`config.mk`:
```
export PLATFORM = sky130hd
export DESIGN_NAME = fetch_unit_queued_flat
export DESIGN_NICKNAME = d
export VERILOG_FILES = /design/src/rtl/fetch_unit_queued_if.sv /design/src/rtl/fetch_unit_queued.sv /design/src/flat_wrapper.sv
export SDC_FILE = /design/constraint.sdc
export NUM_CORES = 1
export LEC_CHECK = 0
export ABC_AREA = 0
export BUFFER_PORTS_ARGS = -buffer_cell sky130_fd_sc_hd__buf_2
export CAP_MARGIN = 20
export CORE_ASPECT_RATIO = 0.7
export CORE_MARGIN = 3
export CORE_UTILIZATION = 32
export CTS_BUF_LIST = sky130_fd_sc_hd__clkbuf_16
export DETAILED_ROUTE_END_ITERATION = 16
export SYNTH_ARGS = -nofsm -noshare
export SYNTH_HDL_FRONTEND = slang
export SYNTH_SLANG_ARGS = --single-unit
```
`constraint.sdc`:
```
create_clock -name clk -period 9.85 [get_ports clk]
set_input_delay 0.985 -clock clk [delete_from_list [all_inputs] [get_ports clk]]
set_output_delay 0.985 -clock clk [all_outputs]
set_load 0.02 [all_outputs]
```
`src/rtl/fetch_unit_queued_if.sv`:
```
`default_nettype none
// +------------------------------------------------------------------+
// | fetch_unit_queued_if                                             |
// | Redirect, instruction-memory and decode-handshake bundle.        |
// | Rev 1.0                                                          |
// +------------------------------------------------------------------+
interface fetch_unit_queued_if #(
   parameter int XLEN    = 64,
   parameter int ILEN    = 32,
   parameter int IMEM_AW = 32
);
   logic                redirect_valid;
   logic [XLEN-1:0]     redirect_pc;
   logic                imem_req_valid;
   logic [IMEM_AW-1:0]  imem_addr;
   logic [ILEN-1:0]     imem_rdata;
   logic                out_valid;
   logic                out_ready;
   logic [ILEN-1:0]     out_instr;
   logic [XLEN-1:0]     out_pc;

   modport master (
      input  redirect_valid, redirect_pc, imem_rdata, out_ready,
      output imem_req_valid, imem_addr, out_valid, out_instr, out_pc
   );

   modport slave (
      output redirect_valid, redirect_pc, imem_rdata, out_ready,
      input  imem_req_valid, imem_addr, out_valid, out_instr, out_pc
   );
endinterface
`default_nettype wire

```
`src/rtl/fetch_unit_queued.sv`:
```
`default_nettype none
// +------------------------------------------------------------------+
// | fetch_unit_queued                                                |
// | Registered-PC fetch stage with 1-cycle imem and a fetch FIFO.    |
// | Rev 1.0                                                          |
// +------------------------------------------------------------------+
module fetch_unit_queued #(
   parameter int              XLEN     = 64,
   parameter int              ILEN     = 32,
   parameter int              IMEM_AW  = 32,
   parameter logic [XLEN-1:0] RESET_PC = '0,
   parameter int              FQ_DEPTH = 2
) (
   input  logic                clk,
   input  logic                reset,
   fetch_unit_queued_if.master bus
);
   localparam int c_cnt_w = $clog2(FQ_DEPTH + 1);
   localparam int c_ptr_w = (FQ_DEPTH > 1) ? $clog2(FQ_DEPTH) : 1;
   localparam logic [c_ptr_w-1:0] c_last_ptr = c_ptr_w'(FQ_DEPTH - 1);
   localparam logic [c_cnt_w:0]   c_depth    = (c_cnt_w + 1)'(FQ_DEPTH);

   logic [XLEN-1:0]    r_pc;
   logic [XLEN-1:0]    r_inflight_pc;
   logic               r_inflight;
   logic [c_cnt_w-1:0] r_count;
   logic [c_ptr_w-1:0] r_head;
   logic [c_ptr_w-1:0] r_tail;
   logic [ILEN-1:0]    r_instr_mem [FQ_DEPTH];
   logic [XLEN-1:0]    r_pc_mem    [FQ_DEPTH];

   logic               w_out_valid;
   logic               w_pop;
   logic               w_push;
   logic               w_issue;
   logic [c_cnt_w:0]   w_credit;

   function automatic logic [c_ptr_w-1:0] f_ptr_inc(input logic [c_ptr_w-1:0] p);
      return (p == c_last_ptr) ? '0 : p + 1'b1;
   endfunction

   // The head leaving this cycle frees its slot, which lets a depth-2
   // queue sustain one fetch per cycle.
   always_comb begin
      w_out_valid = 1'b0;
      w_pop       = 1'b0;
      w_push      = 1'b0;
      w_issue     = 1'b0;
      w_credit    = '0;
      w_out_valid = (r_count != '0) && !bus.redirect_valid && !reset;
      w_pop       = w_out_valid && bus.out_ready;
      w_push      = r_inflight && !bus.redirect_valid && !reset;
      w_credit    = {1'b0, r_count} + {{c_cnt_w{1'b0}}, r_inflight}
                  - {{c_cnt_w{1'b0}}, w_pop};
      w_issue     = !reset && !bus.redirect_valid && (w_credit < c_depth);
   end

   assign bus.imem_req_valid = w_issue;
   assign bus.imem_addr      = r_pc[IMEM_AW-1:0];
   assign bus.out_valid      = w_out_valid;
   assign bus.out_instr      = r_instr_mem[r_head];
   assign bus.out_pc         = r_pc_mem[r_head];

   always_ff @(posedge clk) begin
      if (reset) begin
         r_pc          <= RESET_PC;
         r_inflight    <= 1'b0;
         r_inflight_pc <= '0;
         r_count       <= '0;
         r_head        <= '0;
         r_tail        <= '0;
      end else if (bus.redirect_valid) begin
         r_pc       <= {bus.redirect_pc[XLEN-1:2], 2'b00};
         r_inflight <= 1'b0;
         r_count    <= '0;
         r_head     <= '0;
         r_tail     <= '0;
      end else begin
         if (w_issue) begin
            r_pc          <= r_pc + XLEN'(4);
            r_inflight    <= 1'b1;
            r_inflight_pc <= r_pc;
         end else begin
            r_inflight <= 1'b0;
         end
         if (w_push) begin
            r_tail <= f_ptr_inc(r_tail);
         end
         if (w_pop) begin
            r_head <= f_ptr_inc(r_head);
         end
         if (w_push && !w_pop) begin
            r_count <= r_count + 1'b1;
         end else if (w_pop && !w_push) begin
            r_count <= r_count - 1'b1;
         end
      end
   end

   // Payload storage needs no reset; occupancy is tracked by r_count.
   always_ff @(posedge clk) begin
      if (w_push) begin
         r_instr_mem[r_tail] <= bus.imem_rdata;
         r_pc_mem[r_tail]    <= r_inflight_pc;
      end
   end
endmodule
`default_nettype wire

```
`src/flat_wrapper.sv`:
```
// flat-port wrapper written by rule: the top's interface ports become plain ports
module fetch_unit_queued_flat 
#(
   parameter int              XLEN     = 64,
   parameter int              ILEN     = 32,
   parameter int              IMEM_AW  = 32,
   parameter logic [XLEN-1:0] RESET_PC = '0,
   parameter int              FQ_DEPTH = 2
)
  (clk, reset, bus_redirect_valid, bus_redirect_pc, bus_imem_rdata, bus_out_ready, bus_imem_req_valid, bus_imem_addr, bus_out_valid, bus_out_instr, bus_out_pc);
  fetch_unit_queued_if #(.XLEN(XLEN), .ILEN(ILEN), .IMEM_AW(IMEM_AW)) bus_i ();
  input  logic clk;
  input  logic reset;
  input wire logic [$bits(bus_i.redirect_valid)-1:0] bus_redirect_valid;
  input wire logic [$bits(bus_i.redirect_pc)-1:0] bus_redirect_pc;
  input wire logic [$bits(bus_i.imem_rdata)-1:0] bus_imem_rdata;
  input wire logic [$bits(bus_i.out_ready)-1:0] bus_out_ready;
  output wire logic [$bits(bus_i.imem_req_valid)-1:0] bus_imem_req_valid;
  output wire logic [$bits(bus_i.imem_addr)-1:0] bus_imem_addr;
  output wire logic [$bits(bus_i.out_valid)-1:0] bus_out_valid;
  output wire logic [$bits(bus_i.out_instr)-1:0] bus_out_instr;
  output wire logic [$bits(bus_i.out_pc)-1:0] bus_out_pc;
  assign bus_i.redirect_valid = bus_redirect_valid;
  assign bus_i.redirect_pc = bus_redirect_pc;
  assign bus_i.imem_rdata = bus_imem_rdata;
  assign bus_i.out_ready = bus_out_ready;
  assign bus_imem_req_valid = bus_i.imem_req_valid;
  assign bus_imem_addr = bus_i.imem_addr;
  assign bus_out_valid = bus_i.out_valid;
  assign bus_out_instr = bus_i.out_instr;
  assign bus_out_pc = bus_i.out_pc;
  fetch_unit_queued #(.XLEN(XLEN), .ILEN(ILEN), .IMEM_AW(IMEM_AW), .RESET_PC(RESET_PC), .FQ_DEPTH(FQ_DEPTH)) u_core (.clk(clk), .reset(reset), .bus(bus_i));
endmodule
```
After elaboration in Yosys (flattened, before gate mapping) --
Memories as Yosys holds them, arrays and structs flattened. A register that Yosys moved wholly into a read port is not among the register bits. Index checks and enable logic that the tools add are counted.
Operators by class: add/subtract/negate cells 7, order comparisons 1, multiplexer cells 13, bitwise gates (word level) 1, reductions and logical operators 18
Operators by type and width (number):
- 64-bit 2-to-1 mux | 2
- 64-bit by 3-bit adder with 64-bit output (second input constant) | 1
- 1-bit logical AND | 9
- 1-bit 2-to-1 mux | 9
- 2-bit nonzero test | 3
- 1-bit logical NOT | 4
- 2-bit 2-to-1 mux | 2
- 2-bit by 1-bit adder with 3-bit output | 1
- 3-bit by 2-bit < comparator with 1-bit output (second input constant) | 1
- 3-bit by 1-bit subtractor with 3-bit output | 1
- 1-bit adder (second input constant) | 2
- 2-bit by 1-bit adder with 2-bit output (second input constant) | 1
- 2-bit AND reduction | 1
- 2-bit OR reduction | 1
- 2-bit by 1-bit subtractor with 2-bit output (second input constant) | 1
- 1-bit inverter | 1
Word-level totals: register bits after elaboration 133, RAM bits 192, bits of input ports 100, memories kept 2
Memories:
- u_core.r_pc_mem | depth 2, width 64, rd ports 1, clocked after memory_dff 1, wr ports 1, line fetch_unit_queued.sv:30 | logic [XLEN-1:0] r_pc_mem [FQ_DEPTH];
- u_core.r_instr_mem | depth 2, width 32, rd ports 1, clocked after memory_dff 1, wr ports 1, line fetch_unit_queued.sv:29 | logic [ILEN-1:0] r_instr_mem [FQ_DEPTH];

Depth between registers and ports, before layout --
Gate-level depths: netlist (run 1).
depth after elaboration 9, gate-level depth with buffers 17, depth with buffers taken out 15

Worst setup path after synthesis (run 1) --
No wires, ideal clock.
path kind in2reg, from input bus_redirect_valid, to memory u_core.r_instr_mem[0][0], enable pin, library setup time 0.662 ns, arrival time 7.989 ns, data required time 9.188 ns, setup slack 1.199 ns, cell stages on the path 4, path through clkbuf_1 > or2_2 > clkbuf_1 > nor3_1
Between the ends: word-level cells in the longest chain between the ends 5
RTL lines:
- start: declaration | line flat_wrapper.sv:14 | input wire logic [$bits(bus_i.redirect_valid)-1:0] bus_redirect_valid;
- 1-bit logical NOT | line fetch_unit_queued.sv:52 | w_push = r_inflight && !bus.redirect_valid && !reset;
- 1-bit logical AND (2 in a row) | line fetch_unit_queued.sv:52
- 1-bit 2-to-1 mux | line fetch_unit_queued.sv:102 | if (w_push) begin
- 1-bit 2-to-1 mux (implied by the code) | line fetch_unit_queued.sv:103 | r_instr_mem[r_tail] <= bus.imem_rdata;
- end: declaration | line fetch_unit_queued.sv:29
Every way passes these cells.

Worst setup path after layout (run 1) --
from input bus_redirect_valid, to output bus_imem_req_valid
Between the ends: word-level cells in the longest chain between the ends 7
RTL lines:
- 1-bit logical NOT | line fetch_unit_queued.sv:50 | w_out_valid = (r_count != '0) && !bus.redirect_valid && !reset;
- 1-bit logical AND (2 in a row) | line fetch_unit_queued.sv:50
- 1-bit logical AND | line fetch_unit_queued.sv:51 | w_pop = w_out_valid && bus.out_ready;
- net u_core.w_pop | line fetch_unit_queued.sv:33 | logic w_pop;
- 3-bit by 1-bit subtractor with 3-bit output | line fetch_unit_queued.sv:54 | - {{c_cnt_w{1'b0}}, w_pop};
- 3-bit by 2-bit < comparator with 1-bit output | line fetch_unit_queued.sv:55 | w_issue = !reset && !bus.redirect_valid && (w_credit < c_depth);
- 1-bit logical AND | line fetch_unit_queued.sv:55
- end: declaration | line flat_wrapper.sv:18 | output wire logic [$bits(bus_i.imem_req_valid)-1:0] bus_imem_req_valid;
The timed path passes the listed nets, and every way through them passes these cells.

==> results of run 1 <==
flip-flops by register name, summed over array words and instances (netlist names), named ones only:
signal	count
u_core.r_inflight_pc	62
u_core.r_instr_mem	64
u_core.r_inflight	1
u_core.r_pc_mem	124
u_core.r_head	1
u_core.r_count	2
u_core.r_tail	1
u_core.r_pc	62
how the worst max path moves through the flow:
stage / from / endpoint / slack (ns) / cells after the start
2_1_floorplan: bus_redirect_valid / u_core.r_instr_mem[0][0] / 1.20 / 4
3_3_place_gp: bus_redirect_valid / bus_imem_req_valid / 3.82 / 14
3_5_place_dp: bus_redirect_valid / bus_imem_req_valid / 3.76 / 14
4_1_cts: bus_redirect_valid / bus_imem_req_valid / 3.77 / 14
5_1_grt: bus_redirect_valid / bus_imem_req_valid / 3.55 / 14
6_report: bus_redirect_valid / bus_imem_req_valid / 3.89 / 14
metrics by stage:
step	setup WS, ns	utilization	power (mW)	cells
2_1_floorplan	1.199	-	1.597	1087
3_3_place_gp	3.817	0.3609	1.652	1764
3_5_place_dp	3.762	0.3609	1.656	1764
6_report	3.894	0.3900	2.950	1828
4_1_cts	3.768	0.3899	2.991	1827
5_1_grt	3.547	0.3900	3.061	1828
cell usage in the layout (no fill, tap or decap), types with 6 or more instances in the layout:
cell / n
a211oi_1: 23
a21oi_1: 87
a311oi_1: 8
and2_1: 6
buf_2: 222
buf_4: 10
clkbuf_16: 37
clkinv_1: 7
clkinv_2: 7
dfxtp_1: 129
edfxtp_1: 188
inv_1: 18
mux2_2: 96
nand2_1: 178
nand3_1: 25
nand4_1: 21
nor2_1: 62
nor3_1: 18
nor4_1: 9
o21ai_0: 13
or3_1: 10
xnor2_1: 39
xor2_1: 10
logic make-up (layout without fill, tap and decap cells):
family                     Yosys count  after routing  share of synthesized area
DFF                                318            318                     0.6358
buffers and inverters              106            311                    0.04147
xor gates and xnor gates            49             49                    0.03308
adders and majority gates            4              4                   0.004437
other                                1              5                  0.0002891
muxes                              100            100                    0.08642
and+or+nand+nor                    359            359                     0.1317
AOI/OAI and AO/OA                  147            147                    0.06684
where the power goes:
| part | switching, mW | internal [mW] | total, mW | leakage [nW] |
|---|---|---|---|---|
| combinational | 0.0973 | 0.0562 | 0.153 | 2.19 |
| clock | 0.537 | 0.788 | 1.32 | 0.586 |
| sequential | 0.0366 | 1.44 | 1.47 | 2.92 |
| total | 0.671 | 2.28 | 2.95 | 5.70 |
critical path: cells and delay by family:
kind | cells | cell delay, ns
buffers and inverters | 5 | 2.18
AND/OR/NAND/NOR | 6 | 0.83
XOR/XNOR | 1 | 0.28
adder cells (fa/ha/maj) | 2 | 0.65
cell type report:
cell class,instances,area (um^2)
fill,3931,24300
multi-input combinational,663,4210
timing repair buffer,232,1186
antenna,1,2.502
tap,535,669.4
clock buffer,37,925.9
sequential,318,8252
clock inverter,26,230.2
inverter,16,60.06
layer usage:
| layer | GRT usage | up-vias | part of all wire |
|---|---|---|---|
| li1 | - | 4219 | - |
| met1 | 0.2118 | 4221 | 0.46 |
| met2 | 0.2470 | 228 | 0.46 |
| met3 | 0.03948 | 59 | 0.061 |
| met4 | 0.03617 | 6 | 0.018 |
| met5 | 0 | - | 0.0012 |
==> out/metrics.cfg, run 1 <==
[routing]
wl_mm=34.25
avgViaCountPerCell=4.777
dr_total_vias=8733
firstDrtPassIters=5
postRouteAntennaNets=0
drc_errors=0
drtIter0Drc=502
wl_per_cell_um=18.74

[layout]
stdcell_area_um2=15540
fin_nets=1370
syn_to_final_growth_pct=19.76
drive_gt1_frac=0.3142

[sta]
final_max_slew_viol_count=0
timing.final.crit_share=0.6046
period_needed_ns=5.956
grt_setup_unrepaired=false
setup_viol=0
fmax_mhz=167.9
fin_skew_ns=0.01642
hold_viol=0
setup_tns_ns=0
hold_ws_ns=0.4512
tightest_slew_ns=0.9449
slew_headroom=0.3701

[worst_setup_path]
crit_required_ns=8.87
r2r_setup_slack_ns=5.28
arrival_ns=4.97
start_kind=input pin
cp_slowest_cell=buf_4
r2r-start=u_core.r_count[1]
path_max_fanout=72
worstReg2RegEnd=u_core.r_pc[16]
slowest_delay_ns=0.64
reg2reg_depth=17
cpMostUsedCell=buf_2
crit_path_cell_trace=buf_2 -> or2_2 -> nor2_1 -> nand2_1 -> inv_1 -> ha_1 -> nand2b_1 -> fa_1 -> xor2_1 -> nor2_2 -> nand2_2 -> buf_4 -> inv_2 -> buf_2
crit_type=input pin to primary output
end_kind=primary output

[global_routing]
track_usage=0.1549
antenna_found_initial=9
grt_max_degree=87
grt_pass1_vias=8578
grt_pass1_wl_mm=51.16
grt_overflow=0

[placement]
placed_area_um2=14380
hpwl_mm=22.55
gp_congestion=0.7572
port_buffers=223

[die]
start_util=0.3256
ios=230
dieArea_um2=43030
rows=61
fp.coreArea_um2=39840
die_w_um=246.7
die_h_um=174.5

[clocking]
cts_buffers=35
htreeDepth=2
cts_setup_buffers=0
post_cts_resized=0
tritoncts=built
postCtsHoldBufs=0
insertion_delay_ns=0.52
cts.sinks=318
clkSlewWorstSetupHoldPaths_ns=0.06
cts_buffer_depth=3
clockRootBuffer=clkbuf_16

[yosys]
synth_cell_type_count=55
syn_area_per_cell_um2=11.97
synth-seq-cells=318
synth_async_sr_flop_share=0
synth_edf_count=188
netlist_instances=1084
netlist_area_um2=12970
synth_top_area_frac=0.4352
synth_ff_type=edfxtp_1
synth_commonest_cells=edfxtp_1 (188), nand2_1 (179), dfxtp_1 (130)
seq_area_frac_synth=0.6358
synth_area_leaders=edfxtp_1 (44%), dfxtp_1 (20%), mux2_2 (8.3%), nand2_1 (5.2%), a21oi_1 (3.4%)
synth_warnings=0
synth_most_common_cell=edfxtp_1
yosys.area.top_type=edfxtp_1

[power_and_ir_drop]
power_per_cell_area_nw_per_um2=189.9
leakagePower_nw=5.699
vdd_drop_max_uv=86.63

[worst_hold_path]
min_from=u_core.r_inflight_pc[8]
hold_end=u_core.r_pc_mem[1][8]
hold_depth=0
hold_path.class=flip-flop to flip-flop

[status]
outcome=completed

[run]
drv_cap=0

Power figures use the tool's default switching activity.
==> run 2, diff against run 1 <==
Clock period 9.85 ns to 6.05 ns, I/O delays scaled along.
==> run 2 against run 1 <==
  * Wire length fell by 1.9%
  * Clock power is 55% higher
  * Via count rose by 0.53%
  * Critical path depth down 1
  * Register-to-register slack worse by 3.2 ns
  * Worst hold slack worse by 0.16 ns
  * Sequential share of layout area grew 0.12 points
  * Design area decreased by 0.23%
  * Cell count rose by 0.16%
  * Power is 59% higher
  * Critical endpoint is now u_core.r_pc[33]
==> out/metrics.cfg, run 2 (synthesis results as in run 1) <==
[status]
outcome=completed

[routing]
highest_layer=met5
met3WireLength_mm=2.082
wl_per_cell_um=18.35
drtIter0Drc=473
avgViaCountPerCell=4.795
wl_mm=33.60
postRouteAntennaNets=0
firstDrtPassIters=5
drc_errors=0
met1Wirelength_mm=15.63
dr_total_vias=8779
met2_length_mm=15.13

[worst_setup_path]
crit_required_ns=6.47
slowest_delay_ns=0.73
end_kind=flip-flop
arrival_ns=4.78
endpoint=u_core.r_pc[33]
cpMostUsedCell=inv_1
worstSetupStartpoint=reset
crit_type=input pin to flip-flop
start_kind=input pin
r2r-start=u_core.r_count[1]
reg2reg_depth=12
crit_path_cell_trace=buf_4 -> or2_2 -> nor2_1 -> nand2_1 -> inv_1 -> ha_1 -> nand2b_1 -> fa_1 -> inv_1 -> nor3_2 -> nand4_1 -> or3_1 -> a311oi_1
r2r_setup_slack_ns=2.10
path_max_fanout=50
cp_slowest_cell=nand4_1
worstReg2RegEnd=u_core.r_pc[33]

[placement]
gp_congestion=0.7619
placed_area_um2=14410
port_buffers=223
hpwl_mm=22.44
pre_cts_slack_ns=1.143

[layout]
top_register=u_core.r_pc_mem
syn_to_final_growth_pct=19.49
top_regs=u_core.r_pc_mem x124, u_core.r_instr_mem x64
drive_gt1_frac=0.3140
largest_reg_flops=124
fin_util=0.3891
final_common_cell=buf_2
fillers=3924
fin_nets=1373
stdcell_area_um2=15500
final_cell_mix=buf_2 (222), edfxtp_1 (188), nand2_1 (178)

[power_and_ir_drop]
power_frac_seq=0.511
vdd_drop_max_uv=178.8
p_comb_frac=0.054
p_switching_mw=1.072
p_clk_frac=0.434
internal_power_mw=3.616
power_per_cell_area_nw_per_um2=302.4
p_sw_frac=0.2287
power_mw=4.688
leakagePower_nw=5.681

[clocking]
postCtsHoldBufs=0
cts_buffer_depth=3
insertion_delay_ns=0.52
htreeDepth=2
clkSlewWorstSetupHoldPaths_ns=0.06
cts.sinks=318
tritoncts=built
clockRootBuffer=clkbuf_16
cts_buffers=35
post_cts_resized=0
cts_setup_buffers=0

[global_routing]
grt_pass1_vias=8653
antenna_found_initial=7
grt_max_degree=76
track_usage=0.1516
grt_pass1_wl_mm=50.11
grt_overflow=0

[sta]
fmax_mhz=229.1
setup_ws_ns=1.686
setup_viol=0
tightest_slew_ns=0.9883
timing.final.crit_share=0.7214
hold_viol=0
slew_headroom=0.3412
setup_tns_ns=0
final_max_slew_viol_count=0
period_needed_ns=4.364
fin_skew_ns=0.02272
grt_setup_unrepaired=false

[die]
die_h_um=174.5
die_w_um=246.7
ios=230
rows=61
dieArea_um2=43030
fp.coreArea_um2=39840
start_util=0.3256

[run]
drv_cap=0

[worst_hold_path]
hold_path.class=input pin to flip-flop

[run 2: final cells by class]
class	count	area, um^2	area share
Antenna cell	3	7.507	0.0004843
Clock buffer	35	875.8	0.05650
Clock inverter	26	211.5	0.01364
Inverter	16	60.06	0.003874
Multi-Input combinational cell	663	4217	0.2720
Sequential cell	318	8252	0.5323
Tap cell	535	669.4	0.04318
Timing Repair Buffer	235	1209	0.07797
[run 2: how the worst min path moves through the flow]
stage,endpoint,slack [ns],start,depth (start not counted)
after floorplan,u_core.r_pc_mem[0][10],0.43,u_core.r_inflight_pc[10],0
after global placement,u_core.r_pc_mem[1][9],0.43,u_core.r_inflight_pc[9],0
after detailed placement,u_core.r_pc_mem[0][25],0.44,u_core.r_inflight_pc[25],0
after CTS,u_core.r_instr_mem[0][26],0.25,bus_imem_rdata[26],1
after global routing,u_core.r_instr_mem[1][21],0.26,bus_imem_rdata[21],1
final,u_core.r_instr_mem[0][19],0.29,bus_imem_rdata[19],1
[run 2: critical path: cells and delay by family]
family,cells,cell delay (ns)
AND/OR/NAND/NOR,7,2.55
adder cells (fa/ha/maj),2,0.78
buffers and inverters,3,0.59
AO/OA/AOI/OAI,1,0.24
[run 2: per-layer routing]
layer | vias up | global-route usage
met5 | - | 0
met4 | 4 | 0.04106
met3 | 54 | 0.03840
met2 | 248 | 0.2384
met1 | 4258 | 0.2080
li1 | 4215 | -
[run 2: per-stage QoR]
step,hold slack [ns],instances
detailed placement,0.4396,1767
CTS,0.2537,1828
global placement,0.4309,1767
floorplan,0.4254,1087
global route,0.2582,1830
finish,0.2869,1831
[run 2: power by group through the flow]
stage / sequential, mW / combinational [mW] / clock (mW)
after global placement: 2.44 / 0.254 / 0
after global routing: 2.40 / 0.282 / 2.19
after floorplan: 2.42 / 0.176 / 0
after detailed placement: 2.44 / 0.258 / 0
final: 2.40 / 0.255 / 2.04
after CTS: 2.40 / 0.259 / 2.10
